File: config.mk
export PLATFORM = sky130hd
export DESIGN_NAME = controller_responder_m
export DESIGN_NICKNAME = d
export VERILOG_FILES = /design/src/rtl/controller_pkg.sv /design/src/rtl/sync_edge_m.sv /design/src/rtl/controller_responder_m.sv
export SDC_FILE = /design/constraint.sdc
export NUM_CORES = 1
export LEC_CHECK = 0
export CAP_MARGIN = 25
export CORE_MARGIN = 2
export CORE_UTILIZATION = 35
export DETAILED_ROUTE_END_ITERATION = 16
export GPL_TIMING_DRIVEN = 0
export REMOVE_ABC_BUFFERS = 1
export SKIP_CTS_REPAIR_TIMING = 1
export SLEW_MARGIN = 20
export SYNTH_ARGS = -nofsm -noshare
export SYNTH_HDL_FRONTEND = slang
export SYNTH_HIERARCHICAL = 1
export SYNTH_SLANG_ARGS = --single-unit
File: constraint.sdc
create_clock -name clk_in -period 4 [get_ports clk_in]
set_clock_uncertainty 0.05 [all_clocks]
set_input_delay 0.4 -clock clk_in [delete_from_list [all_inputs] [get_ports clk_in]]
set_output_delay 0.4 -clock clk_in [all_outputs]
set_load 0.02 [all_outputs]
File: src/rtl/controller_pkg.sv
// rtl/controller_pkg.sv - shared types and constants for the controller responder
package controller_pkg;

    typedef enum logic [1:0] {
        IDLE     = 2'd0,
        LATCHED  = 2'd1,
        SHIFTING = 2'd2,
        DONE     = 2'd3
    } state_t;

    localparam int CONTROLLER_BITS = 8;
    localparam int CNT_W           = 4;

    // Counter value just before the final shift of a frame
    localparam logic [CNT_W-1:0] SHIFT_LAST = CNT_W'(CONTROLLER_BITS - 1);

endpackage

File: src/rtl/sync_edge_m.sv
// rtl/sync_edge_m.sv - multi-stage synchronizer with rise/fall edge pulses
//
// Brings an asynchronous pin into the clk_in domain through SYNC_STAGES flops,
// then compares against one history flop to produce single-cycle edge pulses.
//
// Ports:
//   clk_in   in   system clock
//   rst      in   asynchronous active-high reset
//   async_in in   asynchronous input pin
//   level    out  synchronized level
//   rise     out  one-cycle pulse on a synchronized rising edge
//   fall     out  one-cycle pulse on a synchronized falling edge
module sync_edge_m #(
    parameter int SYNC_STAGES = 2
) (
    input  logic clk_in,
    input  logic rst,
    input  logic async_in,
    output logic level,
    output logic rise,
    output logic fall
);

    logic [SYNC_STAGES-1:0] sync_q;
    logic                   hist_q;

    always_ff @(posedge clk_in or posedge rst) begin
        if (rst) begin
            sync_q <= '0;
            hist_q <= 1'b0;
        end else begin
            sync_q <= {sync_q[SYNC_STAGES-2:0], async_in};
            hist_q <= sync_q[SYNC_STAGES-1];
        end
    end

    assign level = sync_q[SYNC_STAGES-1];
    assign rise  = level & ~hist_q;
    assign fall  = ~level & hist_q;

endmodule

File: src/rtl/controller_responder_m.sv
// rtl/controller_responder_m.sv - NES-style controller emulator driven by a console-side reader
//
// Emulates one 4021-style parallel-in/serial-out shift register per controller.
// While the latch is high the button state is loaded continuously; the value
// present on the latch falling edge is the frame, shifted out MSB-first on each
// controller_clk rising edge. Data lines are active-low and idle high.
//
// Optional feature macro: CONTROLLER_RESPONDER_TURBO_EN
//   Adds turbo_mask_LIST and TURBO_PERIOD. Masked buttons read pressed only on
//   the first TURBO_PERIOD of every 2*TURBO_PERIOD frames.
//
// Ports:
//   clk_in                  in   system clock (>= 4x controller_clk toggle rate)
//   rst                     in   asynchronous active-high reset
//   controller_clk          in   serial shift clock from the reader (async)
//   controller_latch        in   parallel-load strobe from the reader (async)
//   buttons_in_LIST         in   active-high buttons, controller n at [8n+:8], bit 7 first
//   turbo_mask_LIST         in   turbo-enabled buttons (only with the macro)
//   controller_data_B_LIST  out  active-low serial data, one per controller
//   latch_done              out  one-cycle pulse on a synchronized latch falling edge
//   shift_done              out  one-cycle pulse on the 8th shift after a latch
module controller_responder_m
    import controller_pkg::*;
#(
    parameter int NUM_CONTROLLERS = 2,
    parameter int SYNC_STAGES     = 2
`ifdef CONTROLLER_RESPONDER_TURBO_EN
    ,
    parameter int TURBO_PERIOD    = 4
`endif
) (
    input  logic                                         clk_in,
    input  logic                                         rst,
    input  logic                                         controller_clk,
    input  logic                                         controller_latch,
    input  logic [CONTROLLER_BITS*NUM_CONTROLLERS-1:0]   buttons_in_LIST,
`ifdef CONTROLLER_RESPONDER_TURBO_EN
    input  logic [CONTROLLER_BITS*NUM_CONTROLLERS-1:0]   turbo_mask_LIST,
`endif
    output logic [NUM_CONTROLLERS-1:0]                   controller_data_B_LIST,
    output logic                                         latch_done,
    output logic                                         shift_done
);

    logic clk_level, clk_rise, clk_fall;
    logic latch_level, latch_rise, latch_fall;

    sync_edge_m #(.SYNC_STAGES(SYNC_STAGES)) u_clk_sync (
        .clk_in   (clk_in),
        .rst      (rst),
        .async_in (controller_clk),
        .level    (clk_level),
        .rise     (clk_rise),
        .fall     (clk_fall)
    );

    sync_edge_m #(.SYNC_STAGES(SYNC_STAGES)) u_latch_sync (
        .clk_in   (clk_in),
        .rst      (rst),
        .async_in (controller_latch),
        .level    (latch_level),
        .rise     (latch_rise),
        .fall     (latch_fall)
    );

    // Only the rising edge of the shift clock matters
    logic unused_clk;
    assign unused_clk = clk_level ^ clk_fall;

    state_t           state_q, state_d;
    logic [CNT_W-1:0] cnt_q, cnt_d;
    logic             load_en, shift_en;
    logic             latch_done_d, shift_done_d;

    always_comb begin
        state_d      = state_q;
        cnt_d        = cnt_q;
        shift_en     = 1'b0;
        latch_done_d = 1'b0;
        shift_done_d = 1'b0;
        case (state_q)
            IDLE: begin
                if (latch_level) state_d = LATCHED;
            end
            LATCHED: begin
                // Clock edges are ignored here, including one coincident with the fall
                if (latch_fall) begin
                    state_d      = SHIFTING;
                    cnt_d        = '0;
                    latch_done_d = 1'b1;
                end
            end
            SHIFTING: begin
                // A latch rise beats a coincident clock rise and aborts the frame
                if (latch_rise) begin
                    state_d = LATCHED;
                    cnt_d   = '0;
                end else if (clk_rise) begin
                    shift_en = 1'b1;
                    cnt_d    = cnt_q + CNT_W'(1);
                    if (cnt_q == SHIFT_LAST) begin
                        state_d      = DONE;
                        shift_done_d = 1'b1;
                    end
                end
            end
            DONE: begin
                if (latch_rise) begin
                    state_d = LATCHED;
                    cnt_d   = '0;
                end
            end
            default: state_d = IDLE;
        endcase
    end

    // Load while in LATCHED (including the fall cycle, which captures the frame)
    // and on entry, so the first bit is on the line before any clock edge.
    assign load_en = (state_q == LATCHED) || (state_d == LATCHED);

    logic drive_data;
    assign drive_data = (state_d == LATCHED) || (state_d == SHIFTING);

    always_ff @(posedge clk_in or posedge rst) begin
        if (rst) begin
            state_q    <= IDLE;
            cnt_q      <= '0;
            latch_done <= 1'b0;
            shift_done <= 1'b0;
        end else begin
            state_q    <= state_d;
            cnt_q      <= cnt_d;
            latch_done <= latch_done_d;
            shift_done <= shift_done_d;
        end
    end

`ifdef CONTROLLER_RESPONDER_TURBO_EN
    localparam int TURBO_W = (2 * TURBO_PERIOD > 2) ? $clog2(2 * TURBO_PERIOD) : 1;
    localparam logic [TURBO_W-1:0] FRAME_LAST = TURBO_W'(2 * TURBO_PERIOD - 1);
    localparam logic [TURBO_W-1:0] PHASE_END  = TURBO_W'(TURBO_PERIOD);

    logic [TURBO_W-1:0] frame_cnt_q;
    logic               turbo_phase;

    // Counts captured frames; the frame being loaded uses the count before its fall
    always_ff @(posedge clk_in or posedge rst) begin
        if (rst) begin
            frame_cnt_q <= '0;
        end else if (latch_done_d) begin
            frame_cnt_q <= (frame_cnt_q == FRAME_LAST) ? '0 : frame_cnt_q + TURBO_W'(1);
        end
    end

    assign turbo_phase = (frame_cnt_q < PHASE_END);
`endif

    for (genvar g = 0; g < NUM_CONTROLLERS; g++) begin : g_ctrl
        logic [CONTROLLER_BITS-1:0] load_val;
        logic [CONTROLLER_BITS-1:0] shift_q, shift_d;
        logic                       data_b_q;

`ifdef CONTROLLER_RESPONDER_TURBO_EN
        assign load_val = buttons_in_LIST[CONTROLLER_BITS*g +: CONTROLLER_BITS]
                        & ~(turbo_mask_LIST[CONTROLLER_BITS*g +: CONTROLLER_BITS]
                            & {CONTROLLER_BITS{~turbo_phase}});
`else
        assign load_val = buttons_in_LIST[CONTROLLER_BITS*g +: CONTROLLER_BITS];
`endif

        always_comb begin
            shift_d = shift_q;
            if (load_en)       shift_d = load_val;
            else if (shift_en) shift_d = {shift_q[CONTROLLER_BITS-2:0], 1'b0};
        end

        // Output follows the next register value so data is aligned with the state
        always_ff @(posedge clk_in or posedge rst) begin
            if (rst) begin
                shift_q  <= '0;
                data_b_q <= 1'b1;
            end else begin
                shift_q  <= shift_d;
                data_b_q <= drive_data ? ~shift_d[CONTROLLER_BITS-1] : 1'b1;
            end
        end

        assign controller_data_B_LIST[g] = data_b_q;
    end

endmodule

==> reports/metrics.yaml, run 1 <==
pwr:
  p_comb_share_pct: 31.3
  clockPowerShare_pct: 23.1
  power.switching_mw: 0.352
  p_int_mw: 0.719
  p_leak_nw: 0.755
  powerDensity_nw_per_um2: 596
  peakVddDrop_mv: 0.255
  power_frac_seq_pct: 45.6
  p_sw_share_pct: 32.9
critical_path:
  start_kind: "flip-flop"
  required_ns: 4.11
  reg2reg_from: "state_q[0]$_DFF_PP0_"
  crit_type: "flip-flop to flip-flop"
  crit_slowest_cell: "or2_1"
  r2r_setup_slack_ns: 1.30
  crit_family: "simple AND/OR/NAND/NOR gates"
  endpoint_kind: "flip-flop"
  path_buf_inv: 1
  cp_slowest_stage_delay_ns: 0.53
  crit_fanout: 18
  arrival_ns: 2.82
  crit_path_start: "state_q[0]$_DFF_PP0_"
  path_cells: "nor2b_1, nand2_1, inv_1, nor2_1, ha_1, or2_1, a22o_1"
detailed_routing:
  via_per_inst: 5.07
  wirelength_um: 2780
  drtIter0Drc: 25
  drc: 0
  avgRoutedWirePerCell_um: 13.7
  via_count: 1024
  final_antenna_net_count: 0
  first_pass_iters: 4
cts:
  clockRootBuffer: "clkbuf_8"
  cts_max_path_buffers: 2
  cts.sinks: 32
  clkLatencyLatePin_ns: 0.27
  ctsHtreeMaxLevel: 2
  clkTransAtPathRegs_ns: 0.06
  cts_tree: "done"
  numCtsBuffers: 5
timing:
  min_period_ns: 2.70
  slew_headroom_pct: 58.3
  max_freq_ghz: 0.370
  rsz0062_at_grt: "no"
  drv_slew: 0
  fin_crit_sh_pct: 67.6
  tns_ns: 0
  worst_pin_slew_ns: 0.622
  final_hold_viol_count: 0
  setup_viol: 0
  layout_setup_ws_ns: 1.30
yosys:
  syn_area_per_cell_um2: 11.4
  synthesis.area_um2: 1450
  yosys_warnings: 6
  netlist_instances: 128
run_status:
  outcome: "complete, no violations"
run:
  maxCapViolCount: 0
die:
  fp.dieH_um: 68.5
  io_pins: 24
  start_util_pct: 36.3
  die_area_um2: 4690
  core.rowCount: 23
  die_w_um: 68.5
  coreArea_um2: 4000
final_layout:
  antenna_cells: 0
  area_growth_pct: 23.6
  finish.utilization_pct: 44.9
  fin_nets: 173
  layout-drive-gt1-share_pct: 9.21
global_routing:
  grt_pass1_vias: 1045
  antenna_found_initial: 0
  grt_pass1_wl_um: 4650
  track_usage_pct: 13.8
  gr-total-overflow: 0
  grt_start_max_net_pins: 27
placed_design:
  dp_hpwl_um: 1890
  io_buffers: 23
  globalplace.congestion: 0.750
  dp_slack_ns: 0.917
worst_hold_path:
  hold_class: "primary input to asynchronous set/reset pin"
==> per-layer routing <==
| metal | wire (µm) | GRT usage (%) |
|---|---|---|
| met1 | 1200 | 15.8 |
| met2 | 1470 | 23.1 |
| met3 | 86 | 5.43 |
| met4 | 23 | 5.25 |
| met5 | 0 | 0 |
==> area by class of cell <==
cell class / instances / area (µm²)
fill: 367 / 2200
timing repair buffer: 25 / 265
sequential: 32 / 803
inverter: 8 / 30.0
clock buffer: 8 / 90.1
multi-input combinational: 79 / 546
tap: 50 / 62.6
==> through the flow <==
stage | instance area [µm²] | power (mW) | hold WS, ns | std cells
after floorplan | 1380 | 0.704 | 0.104 | 119
after global placement | 1670 | 0.802 | 0.286 | 192
after detailed placement | 1670 | 0.821 | 0.294 | 192
after CTS | 1760 | 1.07 | 0.292 | 200
after global routing | 1800 | 1.16 | 0.302 | 202
final | 1800 | 1.07 | 0.298 | 202
==> cells in the final DEF (no fill, tap or decap), types with 3 or more instances in the layout <==
cell type and n:
o21a_1 3, a21oi_1 3, clkbuf_8 6, o211ai_1 3, inv_1 7, nor2b_1 4
mux2i_1 13, clkdlybuf4s50_1 23, o21ai_0 16, nand2_1 3, dfrtp_1 30, o21ai_1 10
==> power groups by stage <==
stage | registers [mW] | logic (mW) | clock network [mW]
2_1_floorplan | 0.491 | 0.213 | 0
3_3_place_gp | 0.489 | 0.313 | 0
3_5_place_dp | 0.493 | 0.328 | 0
4_1_cts | 0.488 | 0.330 | 0.257
5_1_grt | 0.504 | 0.378 | 0.276
6_report | 0.488 | 0.335 | 0.247
==> final timing paths <==
| kind | end | cells after the start |
|---|---|---|
| setup reg to reg | g_ctrl[0].shift_q[0]$_DFFE_PP0P_ | 7 |
| max in group asynchronous | g_ctrl[0].data_b_q$_DFF_PP1_ | 3 |
| hold / removal | u_latch_sync/sync_q[0]$_DFF_PP0_ | 2 |
| setup / recovery | g_ctrl[0].shift_q[0]$_DFFE_PP0P_ | 7 |
| min in group clk_in | u_clk_sync/sync_q[1]$_DFF_PP0_ | 0 |
| hold reg to reg | u_clk_sync/sync_q[1]$_DFF_PP0_ | 0 |
==> state kept, by name, indices dropped and copies added, names as in the netlist <==
register,count
g_ctrl.shift_q,16
cnt_q,4
g_ctrl.data_b_q,2
state_q,2
u_clk_sync/sync_q,2
u_latch_sync/sync_q,2
latch_done,1
shift_done,1
u_clk_sync/hist_q,1
u_latch_sync/hist_q,1
==> worst reg2reg max path, stage by stage, from the launching register on <==
cell and delay, ns:
dfrtp_1 0.46, nor2b_1 0.52, nand2_1 0.18, inv_1 0.10
nor2_1 0.05, ha_1 0.38, or2_1 0.53, a22o_1 0.32
Note: power is estimated with default switching activity, not from simulation.
==> run 2, diff against run 1 <==
==> constraint.sdc (replaced) <==
create_clock -name clk_in -period 2.29 [get_ports clk_in]
set_clock_uncertainty 0.05 [all_clocks]
set_input_delay 0.229 -clock clk_in [delete_from_list [all_inputs] [get_ports clk_in]]
set_output_delay 0.229 -clock clk_in [all_outputs]
set_load 0.02 [all_outputs]
==> run 2 against run 1 <==
Design area grew 0.70%. Core utilization grew 0.31 points. Wire length grew 0.94%. Largest power group unchanged.
==> reports/metrics.yaml, run 2 (synthesized netlist as in run 1, its figures left out) <==
run_status:
  outcome: "complete, no violations"  # unchanged
pwr:
  peakVddDrop_mv: 0.457  # was 0.255 mV
  p_int_mw: 1.28  # was 0.719 mW
  powerDensity_nw_per_um2: 1050  # was 596 nW/µm²
  p_leak_nw: 0.764  # was 0.755 nW
  p_sw_share_pct: 32.9  # about the same
  power.switching_mw: 0.626  # was 0.352 mW
  power_frac_seq_pct: 45.1  # was 45.6%
  p_comb_share_pct: 32.1  # was 31.3%
  clockPowerShare_pct: 22.9  # was 23.1%
  power.total_mw: 1.90  # was 1.07 mW
timing:
  drv_slew: 0  # unchanged
  slew_headroom_pct: 59.2  # was 58.3%
  layout_setup_ws_ns: 0.158  # was 1.30 ns
  rsz0062_at_grt: "no"  # unchanged
  worst_pin_slew_ns: 0.609  # was 0.622 ns
  final_hold_viol_count: 0  # unchanged
  min_period_ns: 2.13  # was 2.70 ns
  max_freq_ghz: 0.469  # was 0.370 GHz
  setup_viol: 0  # unchanged
  fin_crit_sh_pct: 93.1  # was 67.6%
cts:
  ctsHtreeMaxLevel: 2  # unchanged
  cts_tree: "done"  # unchanged
  cts_max_path_buffers: 2  # unchanged
  clkLatencyLatePin_ns: 0.28  # was 0.27 ns
  clkTransAtPathRegs_ns: 0.06  # about the same
  cts.sinks: 32  # unchanged
  numCtsBuffers: 5  # unchanged
  clockRootBuffer: "clkbuf_8"  # unchanged
detailed_routing:
  drc: 0  # unchanged
  drtIter0Drc: 23  # was 25
  via_count: 1021  # was 1024
  avgRoutedWirePerCell_um: 13.9  # was 13.7 µm
  first_pass_iters: 4  # unchanged
  final_antenna_net_count: 0  # unchanged
  via_per_inst: 5.05  # was 5.07
  wirelength_um: 2800  # was 2780 µm
final_layout:
  top_register: "g_ctrl.shift_q"  # unchanged
  fillers: 363  # was 367
  layout-drive-gt1-share_pct: 11.2  # was 9.21%
  stdcell_count: 202  # unchanged
  area_growth_pct: 24.4  # was 23.6%
  fin_nets: 173  # unchanged
  design_area_um2: 1810  # was 1800 µm²
  top_regs: "g_ctrl.shift_q: 16 flops, cnt_q: 4 flops"  # unchanged
  antenna_cells: 0  # unchanged
  finish.utilization_pct: 45.2  # was 44.9%
  largest_reg_flops: 16  # unchanged
  final_cell_mix: "dfrtp_1, clkdlybuf4s50_1, o21ai_0"  # unchanged
  mostFrequentLayoutCell: "dfrtp_1"  # unchanged
worst_hold_path:
  hold_class: "primary input to asynchronous set/reset pin"  # unchanged
critical_path:
  crit_fanout: 18  # unchanged
  arrival_ns: 2.25  # was 2.82 ns
  required_ns: 2.40  # was 4.11 ns
  endpoint_kind: "flip-flop"  # unchanged
  start_kind: "flip-flop"  # unchanged
  r2r_setup_slack_ns: 0.16  # was 1.30 ns
  crit_type: "flip-flop to flip-flop"  # unchanged
die:
  io_pins: 24  # unchanged
  coreArea_um2: 4000  # unchanged
  start_util_pct: 36.3  # unchanged
  core.rowCount: 23  # unchanged
  die_w_um: 68.5  # unchanged
  die_area_um2: 4690  # unchanged
  fp.dieH_um: 68.5  # unchanged
placed_design:
  dp_hpwl_um: 1890  # unchanged
  dp.cells: 192  # unchanged
  globalplace.congestion: 0.750  # unchanged
  place_area_um2: 1670  # unchanged
  io_buffers: 23  # unchanged
  dp_slack_ns: -0.793  # was 0.917 ns
run:
  maxCapViolCount: 0  # unchanged
global_routing:
  grt_pass1_wl_um: 4650  # unchanged
  grt_pass1_vias: 1045  # unchanged
  antenna_found_initial: 0  # unchanged
  gr-total-overflow: 0  # unchanged
  grt_start_max_net_pins: 27  # unchanged
  track_usage_pct: 13.8  # unchanged
==> run 2: changes by cell type in the layout (fill, tap and decap cells not counted) <==
| cell | delta |
|---|---|
| ha_1 | -1 |
| ha_2 | +1 |
| nor2b_1 | -1 |
| nor2b_4 | +1 |
| or2_1 | -1 |
| or2_4 | +1 |
==> run 2: power by group through the flow <==
stage | registers [mW] | clock network [mW] | logic [mW]
CTS | 0.853 | 0.448 | 0.576
detailed placement | 0.861 | 0 | 0.573
floorplan | 0.857 | 0 | 0.373
global route | 0.885 | 0.482 | 0.684
finish | 0.857 | 0.435 | 0.610
global placement | 0.854 | 0 | 0.547
==> run 2: stage by stage <==
step                      hold WS (ns)  TNS [ns]
after floorplan                -0.0674    -0.293
after global placement           0.286    -10.69
after detailed placement         0.294    -12.29
after CTS                        0.121    -12.57
after global routing             0.131         0
final                            0.129         0
==> run 2: path summary, 6_finish.rpt <==
check | start | depth (start not counted) | to
max in group asynchronous | rst | 3 | g_ctrl[0].data_b_q$_DFF_PP1_
hold / removal | rst | 2 | u_clk_sync/sync_q[0]$_DFF_PP0_
min in group clk_in | u_clk_sync/sync_q[0]$_DFF_PP0_ | 0 | u_clk_sync/sync_q[1]$_DFF_PP0_
setup / recovery | cnt_q[0]$_DFFE_PP0P_ | 7 | g_ctrl[0].shift_q[0]$_DFFE_PP0P_
setup reg to reg | cnt_q[0]$_DFFE_PP0P_ | 7 | g_ctrl[0].shift_q[0]$_DFFE_PP0P_
hold reg to reg | u_clk_sync/sync_q[0]$_DFF_PP0_ | 0 | u_clk_sync/sync_q[1]$_DFF_PP0_
==> run 2: critical path, cell delays in order, from the launching register on <==
cell and delay (ns):
dfrtp_1 0.41, ha_1 0.24, nand4b_1 0.14, a21oi_1 0.08
o21a_1 0.19, ha_2 0.27, or2_4 0.37, a22o_1 0.25
==> run 2: area by class of cell <==
class,instances,area (µm²),share of cell area [%]
flip-flops and latches,32,803,44.4
multi-input cells,79,558,30.8
clock buffers,8,90.1,4.98
inverters,8,30.0,1.66
repair buffers,25,265,14.7
well taps,50,62.6,3.46
==> run 2: metal layers <==
| layer | track usage (%) | wire length (µm) |
|---|---|---|
| met1 | 15.8 | 1210 |
| met2 | 23.1 | 1450 |
| met3 | 5.43 | 96 |
| met4 | 5.25 | 43 |
| met5 | 0 | 0 |
==> run 3, diff against run 2 <==
--- a/config.mk
+++ b/config.mk
@@ -9,9 +9,7 @@
 export CORE_MARGIN = 2
 export CORE_UTILIZATION = 35
 export DETAILED_ROUTE_END_ITERATION = 16
-export GPL_TIMING_DRIVEN = 0
 export REMOVE_ABC_BUFFERS = 1
-export SKIP_CTS_REPAIR_TIMING = 1
 export SLEW_MARGIN = 20
 export SYNTH_ARGS = -nofsm -noshare
 export SYNTH_HDL_FRONTEND = slang
==> run 3 against run 2 <==
Critical path depth did not move. Non-clock buffer count rose by 2. Cell count rose by 0.99%. Sequential cell count is the same. Maximum frequency is 0.55% higher. Setup slack better by 0.012 ns. Via count fell by 0.69%. Clock power is 1% higher. Largest power group unchanged. Core utilization is 0.44 points lower.
==> reports/metrics.yaml, run 3 (synthesized netlist as in run 1, its figures left out) <==
pwr:
  clockPowerShare_pct: 23.5  # was 22.9%
  p_comb_share_pct: 31.2  # was 32.1%
  p_leak_nw: 0.761  # was 0.764 nW
  peakVddDrop_mv: 0.403  # was 0.457 mV
  p_int_mw: 1.26  # was 1.28 mW
  power_frac_seq_pct: 45.3  # was 45.1%
  p_sw_share_pct: 32.8  # was 32.9%
  power.switching_mw: 0.616  # was 0.626 mW
  powerDensity_nw_per_um2: 1050  # about the same
final_layout:
  largest_reg_flops: 16  # unchanged
  fin_nets: 175  # was 173
  top_register: "g_ctrl.shift_q"  # unchanged
  antenna_cells: 0  # unchanged
  finish.utilization_pct: 44.8  # was 45.2%
  stdcell_count: 204  # was 202
  design_area_um2: 1790  # was 1810 µm²
  area_growth_pct: 23.2  # was 24.4%
  layout-drive-gt1-share_pct: 11.0  # was 11.2%
  top_regs: "g_ctrl.shift_q: 16 flops, cnt_q: 4 flops"  # unchanged
  final_cell_mix: "dfrtp_1, clkdlybuf4s50_1, o21ai_0"  # unchanged
  mostFrequentLayoutCell: "dfrtp_1"  # unchanged
detailed_routing:
  first_pass_iters: 4  # unchanged
  drc: 0  # unchanged
  drtIter0Drc: 73  # was 23
  via_per_inst: 4.97  # was 5.05
  final_antenna_net_count: 0  # unchanged
  via_count: 1014  # was 1021
  wirelength_um: 2710  # was 2800 µm
  avgRoutedWirePerCell_um: 13.3  # was 13.9 µm
cts:
  cts_tree: "done"  # unchanged
  ctsHtreeMaxLevel: 2  # unchanged
  cts_resized: 0
  cts_max_path_buffers: 2  # unchanged
  numCtsBuffers: 5  # unchanged
  clkTransAtPathRegs_ns: 0.06  # about the same
  clkLatencyLatePin_ns: 0.28  # about the same
  cts.sinks: 32  # unchanged
  postCtsSetupBuffers: 0
  holdBufCountCts: 0
  clockRootBuffer: "clkbuf_8"  # unchanged
critical_path:
  crit_path_start: "u_latch_sync/sync_q[1]$_DFF_PP0_"  # was cnt_q[0]$_DFFE_PP0P_
  start_kind: "flip-flop"  # unchanged
  reg2reg_depth: 7  # unchanged
  r2r_setup_slack_ns: 0.17  # was 0.16 ns
  arrival_ns: 2.24  # was 2.25 ns
  crit_end: "g_ctrl[1].shift_q[0]$_DFFE_PP0P_"  # was g_ctrl[0].shift_q[0]$_DFFE_PP0P_
  required_ns: 2.41  # was 2.40 ns
  crit_type: "flip-flop to flip-flop"  # unchanged
  reg2reg_from: "u_latch_sync/sync_q[1]$_DFF_PP0_"  # was cnt_q[0]$_DFFE_PP0P_
  crit_fanout: 18  # unchanged
  reg2reg_to: "g_ctrl[1].shift_q[0]$_DFFE_PP0P_"  # was g_ctrl[0].shift_q[0]$_DFFE_PP0P_
  endpoint_kind: "flip-flop"  # unchanged
die:
  core.rowCount: 23  # unchanged
  start_util_pct: 36.3  # unchanged
  io_pins: 24  # unchanged
  die_area_um2: 4690  # unchanged
  fp.dieH_um: 68.5  # unchanged
  die_w_um: 68.5  # unchanged
  coreArea_um2: 4000  # unchanged
timing:
  min_period_ns: 2.12  # was 2.13 ns
  rsz0062_at_grt: "no"  # unchanged
  drv_slew: 0  # unchanged
  setup_viol: 0  # unchanged
  worst_pin_slew_ns: 0.384  # was 0.609 ns
  final_hold_viol_count: 0  # unchanged
  slew_headroom_pct: 74.3  # was 59.2%
  fin_crit_sh_pct: 92.6  # was 93.1%
  layout_setup_ws_ns: 0.169  # was 0.158 ns
  max_freq_ghz: 0.472  # was 0.469 GHz
  fin_hold_ws_ns: 0.133  # was 0.129 ns
global_routing:
  antenna_found_initial: 0  # unchanged
  grt_pass1_vias: 1080  # was 1045
  grt_start_max_net_pins: 27  # unchanged
  gr-total-overflow: 0  # unchanged
  grt_pass1_wl_um: 4540  # was 4650 µm
  track_usage_pct: 13.6  # was 13.8%
placed_design:
  globalplace.congestion: 0.828  # was 0.750
  dp_slack_ns: 0.135  # was -0.793 ns
  dp.cells: 196  # was 192
  dp_hpwl_um: 1850  # was 1890 µm
  place_area_um2: 1700  # was 1670 µm²
  io_buffers: 23  # unchanged
worst_hold_path:
  hold_class: "primary input to asynchronous set/reset pin"  # unchanged
run:
  maxCapViolCount: 0  # unchanged
run_status:
  outcome: "complete, no violations"  # unchanged
run 3: worst max-delay path: stages, from the launching register on:
cell and delay, ns:
dfrtp_1 0.39, nor2b_1 0.18, nor2b_1 0.20, a21oi_1 0.09, o21a_1 0.19, ha_1 0.19, or2_2 0.44, a22o_1 0.28
run 3: worst min-delay path by stage:
stage | slack, ns | depth (start not counted) | start | endpoint
floorplan | -0.07 | 1 | rst | u_clk_sync/hist_q$_DFF_PP0_
finish | 0.13 | 2 | rst | u_latch_sync/sync_q[1]$_DFF_PP0_
global placement | 0.28 | 0 | u_clk_sync/sync_q[0]$_DFF_PP0_ | u_clk_sync/sync_q[1]$_DFF_PP0_
detailed placement | 0.29 | 0 | u_latch_sync/sync_q[0]$_DFF_PP0_ | u_latch_sync/sync_q[1]$_DFF_PP0_
CTS | 0.13 | 2 | rst | u_latch_sync/sync_q[1]$_DFF_PP0_
global route | 0.16 | 2 | rst | u_latch_sync/sync_q[1]$_DFF_PP0_
run 3: layout make-up:
class,count,area (µm²)
multi-input cells,79,546
repair buffers,27,260
fillers,362,2210
flip-flops and latches,32,803
inverters,8,30.0
clock buffers,8,90.1
well taps,50,62.6
run 3: per-stage QoR:
step,power (mW),setup TNS (ns)
finish,1.88,0
global route,2.01,0
CTS,1.90,0
detailed placement,1.45,0
global placement,1.44,0
floorplan,1.23,-0.293
run 3: layer usage:
layer / wire (µm) / up-vias / share of wire (%) / track usage [%]
met3: 122 / 12 / 4.5 / 3.78
li1: - / 495 / - / -
met2: 1240 / 31 / 46 / 21.8
met4: 106 / 0 / 3.9 / 10.8
met1: 1240 / 476 / 46 / 14.9
met5: 0 / - / 0 / 0
run 3: power groups by stage:
stage	clock [mW]	sequential (mW)	combinational, mW
after floorplan	0	0.857	0.373
after global placement	0	0.857	0.579
after detailed placement	0	0.858	0.588
after CTS	0.459	0.852	0.589
after global routing	0.479	0.874	0.654
final	0.441	0.852	0.586
